[config.mk]
export PLATFORM = sky130hd
export DESIGN_NAME = queue_gate_control_flat
export DESIGN_NICKNAME = d
export VERILOG_FILES = /design/src/rtl/queue_gate_control_if.sv /design/src/rtl/queue_gate_control.sv /design/src/flat_wrapper.sv
export SDC_FILE = /design/constraint.sdc
export NUM_CORES = 1
export LEC_CHECK = 0
export CAP_MARGIN = 20
export CORE_ASPECT_RATIO = 1.75
export CORE_MARGIN = 5
export CORE_UTILIZATION = 42
export CTS_CLUSTER_SIZE = 24
export DETAILED_ROUTE_END_ITERATION = 10
export REMOVE_ABC_BUFFERS = 1
export SYNTH_ARGS = -nofsm -noshare
export SYNTH_HDL_FRONTEND = slang
export SYNTH_SLANG_ARGS = --single-unit
[constraint.sdc]
create_clock -name i_clk -period 6.4 [get_ports i_clk]
set_input_delay 1.28 -clock i_clk [delete_from_list [all_inputs] [get_ports i_clk]]
set_output_delay 1.28 -clock i_clk [all_outputs]
set_load 0.1 [all_outputs]
[src/rtl/queue_gate_control_if.sv]
// Gate-control bus: config/sync inputs from the port controller and the gate vector
// presented to the output scheduler.
interface queue_gate_control_if #(
    parameter int unsigned AW = 5,
    parameter int unsigned SW = 11
);
    logic          i_gate_en;
    logic          i_cycle_start;
    logic [SW-1:0] iv_slot_len;
    logic [AW-1:0] iv_gcl_last;
    logic [AW-1:0] iv_gcl_waddr;
    logic [7:0]    iv_gcl_wdata;
    logic          i_gcl_wr;
    logic [7:0]    ov_gate_ctrl_vector;
    logic [AW-1:0] ov_slot_id;
    logic          o_slot_change;

    modport master (
        output i_gate_en, i_cycle_start, iv_slot_len, iv_gcl_last,
               iv_gcl_waddr, iv_gcl_wdata, i_gcl_wr,
        input  ov_gate_ctrl_vector, ov_slot_id, o_slot_change
    );

    modport slave (
        input  i_gate_en, i_cycle_start, iv_slot_len, iv_gcl_last,
               iv_gcl_waddr, iv_gcl_wdata, i_gcl_wr,
        output ov_gate_ctrl_vector, ov_slot_id, o_slot_change
    );
endinterface

[src/rtl/queue_gate_control.sv]
// Per-port gate control list executor: steps through GCL entries on a slot-length
// counter, restarting at entry 0 on each time-sync cycle-start pulse.
module queue_gate_control #(
    parameter int unsigned AW       = 5,
    parameter int unsigned SW       = 11,
    parameter logic [7:0]  OPEN_ALL = 8'hFF
) (
    input  logic                  i_clk,
    input  logic                  i_rst,
    queue_gate_control_if.slave   bus_if
);
    localparam int unsigned DEPTH = 1 << AW;

    typedef enum logic [1:0] {StIdle, StWaitSync, StRun} state_e;

    state_e        r_state, w_state_d;
    logic [SW-1:0] r_cnt, w_cnt_d;
    logic [AW-1:0] r_slot, w_slot_d;
    logic [7:0]    r_vec, w_vec_d;
    logic          r_chg, w_chg_d;
    logic [7:0]    r_tbl [DEPTH];

    logic [SW-1:0] w_len_eff;
    logic          w_boundary;
    logic [AW-1:0] w_slot_next;
    logic          w_load;
    logic [AW-1:0] w_load_addr;
    logic [7:0]    w_load_vec;

    assign w_len_eff   = (bus_if.iv_slot_len == '0) ? {{(SW-1){1'b0}}, 1'b1} : bus_if.iv_slot_len;
    assign w_boundary  = (r_cnt >= (w_len_eff - {{(SW-1){1'b0}}, 1'b1}));
    // >= also catches a slot left beyond a runtime-shrunk last index
    assign w_slot_next = (r_slot >= bus_if.iv_gcl_last) ? '0 : r_slot + {{(AW-1){1'b0}}, 1'b1};

    // Write-first: a same-cycle config write to the loaded entry wins
    assign w_load_vec = (bus_if.i_gcl_wr && (bus_if.iv_gcl_waddr == w_load_addr))
                      ? bus_if.iv_gcl_wdata : r_tbl[w_load_addr];

    always_comb begin
        w_state_d   = r_state;
        w_cnt_d     = r_cnt;
        w_slot_d    = r_slot;
        w_vec_d     = r_vec;
        w_chg_d     = 1'b0;
        w_load      = 1'b0;
        w_load_addr = '0;

        unique case (r_state)
            StIdle: begin
                w_vec_d  = OPEN_ALL;
                w_slot_d = '0;
                w_cnt_d  = '0;
                if (bus_if.i_gate_en) w_state_d = StWaitSync;
            end
            StWaitSync: begin
                w_vec_d  = OPEN_ALL;
                w_slot_d = '0;
                w_cnt_d  = '0;
                if (!bus_if.i_gate_en) begin
                    w_state_d = StIdle;
                end else if (bus_if.i_cycle_start) begin
                    w_state_d   = StRun;
                    w_load      = 1'b1;
                    w_load_addr = '0;
                end
            end
            StRun: begin
                if (!bus_if.i_gate_en) begin
                    w_state_d = StIdle;
                    w_vec_d   = OPEN_ALL;
                    w_slot_d  = '0;
                    w_cnt_d   = '0;
                end else if (bus_if.i_cycle_start) begin
                    w_load      = 1'b1;
                    w_load_addr = '0;
                end else if (w_boundary) begin
                    w_load      = 1'b1;
                    w_load_addr = w_slot_next;
                end else begin
                    w_cnt_d = r_cnt + {{(SW-1){1'b0}}, 1'b1};
                end
            end
            default: begin
                w_state_d = StIdle;
                w_vec_d   = OPEN_ALL;
                w_slot_d  = '0;
                w_cnt_d   = '0;
            end
        endcase

        if (w_load) begin
            w_slot_d = w_load_addr;
            w_vec_d  = w_load_vec;
            w_cnt_d  = '0;
            w_chg_d  = 1'b1;
        end
    end

    always_ff @(posedge i_clk) begin
        if (i_rst) begin
            r_state <= StIdle;
            r_cnt   <= '0;
            r_slot  <= '0;
            r_vec   <= OPEN_ALL;
            r_chg   <= 1'b0;
        end else begin
            r_state <= w_state_d;
            r_cnt   <= w_cnt_d;
            r_slot  <= w_slot_d;
            r_vec   <= w_vec_d;
            r_chg   <= w_chg_d;
        end
    end

    always_ff @(posedge i_clk) begin
        if (i_rst) begin
            r_tbl <= '{default: OPEN_ALL};
        end else if (bus_if.i_gcl_wr) begin
            r_tbl[bus_if.iv_gcl_waddr] <= bus_if.iv_gcl_wdata;
        end
    end

    assign bus_if.ov_gate_ctrl_vector = r_vec;
    assign bus_if.ov_slot_id          = r_slot;
    assign bus_if.o_slot_change       = r_chg;
endmodule

[src/flat_wrapper.sv]
// flat-port wrapper written by rule: the top's interface ports become plain ports
module queue_gate_control_flat 
#(
    parameter int unsigned AW       = 5,
    parameter int unsigned SW       = 11,
    parameter logic [7:0]  OPEN_ALL = 8'hFF
)
  (i_clk, i_rst, bus_if_i_gate_en, bus_if_i_cycle_start, bus_if_iv_slot_len, bus_if_iv_gcl_last, bus_if_iv_gcl_waddr, bus_if_iv_gcl_wdata, bus_if_i_gcl_wr, bus_if_ov_gate_ctrl_vector, bus_if_ov_slot_id, bus_if_o_slot_change);
  queue_gate_control_if #(.AW(AW), .SW(SW)) bus_if_i ();
  input  logic i_clk;
  input  logic i_rst;
  input wire logic [$bits(bus_if_i.i_gate_en)-1:0] bus_if_i_gate_en;
  input wire logic [$bits(bus_if_i.i_cycle_start)-1:0] bus_if_i_cycle_start;
  input wire logic [$bits(bus_if_i.iv_slot_len)-1:0] bus_if_iv_slot_len;
  input wire logic [$bits(bus_if_i.iv_gcl_last)-1:0] bus_if_iv_gcl_last;
  input wire logic [$bits(bus_if_i.iv_gcl_waddr)-1:0] bus_if_iv_gcl_waddr;
  input wire logic [$bits(bus_if_i.iv_gcl_wdata)-1:0] bus_if_iv_gcl_wdata;
  input wire logic [$bits(bus_if_i.i_gcl_wr)-1:0] bus_if_i_gcl_wr;
  output wire logic [$bits(bus_if_i.ov_gate_ctrl_vector)-1:0] bus_if_ov_gate_ctrl_vector;
  output wire logic [$bits(bus_if_i.ov_slot_id)-1:0] bus_if_ov_slot_id;
  output wire logic [$bits(bus_if_i.o_slot_change)-1:0] bus_if_o_slot_change;
  assign bus_if_i.i_gate_en = bus_if_i_gate_en;
  assign bus_if_i.i_cycle_start = bus_if_i_cycle_start;
  assign bus_if_i.iv_slot_len = bus_if_iv_slot_len;
  assign bus_if_i.iv_gcl_last = bus_if_iv_gcl_last;
  assign bus_if_i.iv_gcl_waddr = bus_if_iv_gcl_waddr;
  assign bus_if_i.iv_gcl_wdata = bus_if_iv_gcl_wdata;
  assign bus_if_i.i_gcl_wr = bus_if_i_gcl_wr;
  assign bus_if_ov_gate_ctrl_vector = bus_if_i.ov_gate_ctrl_vector;
  assign bus_if_ov_slot_id = bus_if_i.ov_slot_id;
  assign bus_if_o_slot_change = bus_if_i.o_slot_change;
  queue_gate_control #(.AW(AW), .SW(SW), .OPEN_ALL(OPEN_ALL)) u_core (.i_clk(i_clk), .i_rst(i_rst), .bus_if(bus_if_i));
endmodule
==> Word-level counts from Yosys, hierarchy flattened <==
Cells that the tools add are included.
{ "classes": {"n_addsub": 3, "mul": 0, "n_div": 0, "magnitude_cmp": 5, "n_eq_ne": 7, "shift": 0, "muxes": 31, "bitwise": 6, "n_reduce_logical": 7} }
{ "ops": {"columns": ["cell", "count"], "rows": [
  ["bitwise mux 256 bit", 1],
  ["2-to-1 mux 8 bit", 7],
  ["binary-select mux 8 bit (select 5 bit)", 1],
  ["demux 8 bit (select 5 bit)", 1],
  ["2-to-1 mux 5 bit", 8],
  [">= comparator 6 bit (second input constant)", 2],
  ["NOT 5 -> 6 bit", 2],
  ["adder 11 x 1 -> 11 bit (second input constant)", 1],
  [">= comparator 11 bit", 1],
  ["logical NOT 11 bit", 1],
  ["2-to-1 mux 11 bit", 1],
  ["subtractor 11 x 1 -> 11 bit (second input constant)", 1],
  ["2-to-1 mux 2 bit", 4],
  ["< comparator 6 x 1 -> 1 bit (second input constant)", 1],
  ["2-to-1 mux 1 bit", 6],
  ["case mux 2 bit (3 select lines)", 1],
  ["adder 5 x 1 -> 5 bit (second input constant)", 1],
  ["equality test 5 bit", 1],
  [">= comparator 5 bit", 1],
  ["!= test 2 bit (second input constant)", 2],
  ["NOT 1 bit", 4],
  ["OR reduction 4 bit", 1],
  ["!= test 3 x 2 -> 1 bit (second input constant)", 1],
  ["!= test 3 bit (second input constant)", 1],
  ["7 further kinds", 8]
]} }
{ "word_totals": {"ff_bits": 283, "latch_bits": 0, "mem_bits_rw": 0, "romBits": 0, "input_bits": 34, "output_inout_bits": 14, "wordCells": 96, "n_memories": 0} }

==> Longest topological paths before layout <==
{ "logic_depth": {"ltp_word": 14, "ltp_mapped": 19, "ltp_nobuf": 17} }

==> Worst setup path before layout <==
OpenSTA, ideal clock, no wires.
{ "synth_timing": {"path_type": "input port to flip-flop", "start": "in bus_if_iv_slot_len[3]", "end": "reg u_core.r_vec[5] (netlist: u_core.bus_if.ov_gate_ctrl_vector[5])", "setup_time_ps": 122, "arrival_ps": 5119, "t_required_ps": 6278, "path_slack_ps": 1159, "cell_stages": 19, "path_buffers": 2, "cell_sequence": "or4_1 -> nor4_1 -> a21oi_1 -> ha_1 -> nand2b_1 -> nor4_1 -> xnor2_1 -> ha_1 -> a21o_1 -> a221oi_2 -> o211a_1 -> buf_2 -> nor2_2 -> xnor2_1 -> and3_4 -> and3_1 -> clkbuf_2 -> a21o_1 -> o32a_1"} }
{ "synth_via": {"elab_chain_len": 14, "word_cells_on_any_way": 21, "classes_between": "add/sub (1); order compare (1); eq/ne (2); mux (14); bitwise (1); reduce/logical (2)"} }
{ "synth_rtl": {"columns": ["element", "line_no", "source"], "rows": [
  ["from (decl)", "flat_wrapper.sv:14", "input wire logic [$bits(bus_if_i.iv_slot_len)-1:0] bus_if_iv_slot_len;"],
  ["logical NOT 11 bit", "queue_gate_control.sv:30", "assign w_len_eff = (bus_if.iv_slot_len == '0) ? {{(SW-1){1'b0}}, 1'b1} : bus_if.iv_slot_len;"],
  ["2-to-1 mux 11 bit (*)", "queue_gate_control.sv:30", null],
  ["subtractor 11 x 1 -> 11 bit (*)", "queue_gate_control.sv:31", "assign w_boundary = (r_cnt >= (w_len_eff - {{(SW-1){1'b0}}, 1'b1}));"],
  [">= comparator 11 bit (*)", "queue_gate_control.sv:31", null],
  ["2-to-1 mux 5 bit", "queue_gate_control.sv:76", "end else if (w_boundary) begin"],
  ["2-to-1 mux 5 bit", "queue_gate_control.sv:73", "end else if (bus_if.i_cycle_start) begin"],
  ["2-to-1 mux 5 bit", "queue_gate_control.sv:68", "if (!bus_if.i_gate_en) begin"],
  ["2-to-1 mux 5 bit", null, null],
  ["NOT 5 -> 6 bit (implied by the code)", "queue_gate_control.sv:37", "? bus_if.iv_gcl_wdata : r_tbl[w_load_addr];"],
  ["binary-select mux 8 bit (select 5 bit)", "queue_gate_control.sv:37", null],
  ["2-to-1 mux 8 bit (implied by the code) (2 in a row)", "queue_gate_control.sv:37", null],
  ["2-to-1 mux 8 bit", "queue_gate_control.sv:37", null],
  ["2-to-1 mux 8 bit", "queue_gate_control.sv:91", "if (w_load) begin"],
  ["to (signal assigned)", "queue_gate_control.sv:110", "r_vec <= w_vec_d;"],
  ["to (decl)", "queue_gate_control.sv:19", "logic [7:0] r_vec, w_vec_d;"]
]} }
Every way passes the cells marked *; elsewhere a longest branch is shown, timed or not. The select of a mux whose other input is x is not followed.
A chain may end at the register's enable or synchronous reset.

==> Final worst setup path <==
{ "layout_timing": {"start": "in bus_if_iv_slot_len[5]", "end": "reg u_core.r_vec[1] (netlist: u_core.bus_if.ov_gate_ctrl_vector[1])"} }
The elaborated chain is that of the path after synthesis.

==> impl_metrics.json <==
{
  "die_w_um": 146,
  "path_cells": "clkdlybuf4s50_1, or4_1, nor4_1, a21oi_1, ha_1, nand2b_1, nor3_1, xnor2_1, ha_1, o211ai_1, a2111oi_4, o21ai_2, buf_4, nor2_4, nand2_1, a221o_1, o211ai_1, nand3b_1, a31oi_1",
  "row_count": 87,
  "fin_crit_ps": 5800,
  "synth.distinct_cells": 78,
  "end_kind": "flip-flop",
  "h-tree-depth": 1,
  "vias": 11300,
  "wl_um": 43000,
  "tightest_slew_ps": 1150,
  "cts-root-buf": "clkbuf_16",
  "drt_pass1_iterations": 8,
  "fmax_mhz": 173,
  "synth-seq-cells": 283,
  "grt_setup_unrepaired": "false",
  "mostFrequentLayoutCell": "dfxtp_1",
  "cpMaxStageDelayCell": "or4_1",
  "crit_fanout": 10,
  "cpLargestDelayFamily": "simple AND/OR/NAND/NOR gates",
  "relSlewSlack_pct": 23.0,
  "ys_async_sr_fraction_pct": 0,
  "vdd_ir_drop_max_mv": 0.199,
  "grt_pass1_vias": 11300,
  "layout_common_cells": "dfxtp_1, nand2_1, mux2i_1",
  "ys.flop_type": "dfxtp_1",
  "setup.worst_path.start_class": "primary input",
  "drtIter0Drc": 769,
  "synth_area_mm2": 0.0136,
  "antenna_found_initial": 0,
  "worst_slack_ps": 604,
  "synth-edff-count": 0,
  "slowest_delay_ps": 560,
  "grt_usage_pct": 23.3,
  "power_density_mw_per_mm2": 234,
  "drive_gt1_share_pct": 8.58,
  "vias_per_cell": 5.82,
  "detailedPlace.worstSlack_ps": 79.1,
  "clock-sinks": 283,
  "ctsHoldBuffers": 0,
  "p_leak_nw": 5.28,
  "area_growth_pct": 12.9,
  "outcome": "finished clean",
  "cts_tree": "built",
  "hold_violations": 0,
  "finClkSkew_ps": 15.3,
  "critical_path_class": "in2reg",
  "ios": 48,
  "clkTransAtPathRegs_ps": 70,
  "postRouteAntennaNets": 0,
  "core_mm2": 0.0321,
  "gp_congestion": 0.966,
  "numCtsBuffers": 26,
  "die_h_um": 248,
  "wl_per_cell_um": 22.2,
  "fin_crit_sh_pct": 90.6,
  "nets": 1576,
  "cp_num_buf_inv": 2,
  "fill_cells": 3087,
  "min_path_type": "reg2reg",
  "cts_buffer_depth": 3,
  "initial_core_util_pct": 42.5,
  "antennaDiodeCount": 0,
  "finalSetupViolations": 0,
  "hpwl_um": 28600,
  "cts_resized": 0,
  "slew_violations": 0,
  "drcViolationCount": 0,
  "grt_max_degree": 136,
  "syn_inst": 1516,
  "cp.arrival_ps": 6280,
  "maxCapViolations": 0,
  "clock_latency_ps": 560,
  "overflow": 0,
  "post-cts-setup-buffers": 0,
  "yosysWarnings": 0,
  "ys_seq_area_share_pct": 41.6,
  "grt_first_pass_wirelength_um": 67300,
  "synth_area_per_cell_um2": 8.99,
  "fp.dieArea_mm2": 0.0363,
  "cp.required_ps": 6880,
  "port_buffers": 47,
  "final_util_pct": 47.9
}
==> power by group <==
group	total, mW	switching [mW]	internal [mW]	leakage, nW
logic	0.199	0.132	0.0674	2.56
registers	1.78	0.00862	1.78	2.29
clock network	1.62	0.701	0.921	0.430
total	3.61	0.842	2.76	5.28
==> synthesized netlist by cell type, types with 24 or more instances <==
cell      instances  area (µm²)
a211o_1          52         455
a21oi_1          31         155
clkbuf_1         90         338
dfxtp_1         283        5670
inv_1            28         105
mux2i_1         240        2400
nand2_1         265         995
nor2_1          102         383
nor2b_1          52         325
o211ai_1         25         188
o21ai_0          41         205
o22ai_1          24         150
==> worst paths after layout <==
path | startpoint | endpoint | slack (ps) | depth (start not counted)
hold / removal | u_core.r_tbl[232] | u_core.r_tbl[232] | 470 | 2
setup / recovery | bus_if_iv_slot_len[5] | u_core.bus_if.ov_gate_ctrl_vector[1] | 600 | 19
hold reg to reg | u_core.r_tbl[232] | u_core.r_tbl[232] | 470 | 2
setup reg to reg | u_core.bus_if.ov_slot_id[0] | u_core.bus_if.ov_gate_ctrl_vector[1] | 2370 | 13
==> cell families (layout without fill, tap and decap cells) <==
family          count (synthesis)  count (layout)  synth area share, %
compound gates                267             267                 14.5
xor+xnor                       26              26                 1.67
fa+ha+maj                      22              22                 2.02
buf+inv                       150             173                 4.42
flops                         283             283                 41.6
mux                           253             253                 18.9
simple gates                  515             515                 17.0
==> per-stage QoR <==
step / TNS (ps) / cell area [µm²] / cells / power [mW] / hold slack [ps]
after floorplan: -332 / 13100 / 1395 / 1.91 / 432
after global placement: 0 / 14500 / 1889 / 2.02 / 444
after detailed placement: 0 / 14500 / 1889 / 2.02 / 448
after CTS: 0 / 15400 / 1936 / 3.64 / 467
after global routing: 0 / 15400 / 1939 / 3.72 / 481
final: 0 / 15400 / 1939 / 3.61 / 467
==> per-layer routing <==
metal	GRT usage, %	wire length [µm]	up-vias
li1	-	-	5342
met1	27.1	17100	5466
met2	41.8	21300	349
met3	2.11	1750	130
met4	13.8	2780	0
met5	0	0	-
==> worst min-delay path: stages, from the launching register on <==
cell     delay [ps]
dfxtp_1         320
mux2i_1          60
nand2_1          60
==> state kept, by name, indices dropped and copies added, names as in the netlist <==
register / cells
u_core.bus_if.o_slot_change: 1
u_core.bus_if.ov_gate_ctrl_vector: 8
u_core.bus_if.ov_slot_id: 5
u_core.r_cnt: 11
u_core.r_state: 2
u_core.r_tbl: 256
==> final cells by class <==
| cell class | count | area [µm²] | area share [%] |
|---|---|---|---|
| repair buffers | 97 | 840 | 5.45 |
| multi-input cells | 1083 | 7390 | 48.0 |
| flip-flops and latches | 283 | 5670 | 36.8 |
| well taps | 400 | 500 | 3.25 |
| clock buffers | 38 | 777 | 5.05 |
| inverters | 29 | 114 | 0.740 |
| clock inverters | 9 | 100 | 0.650 |
No activity file was read; power rests on OpenSTA's default activity.
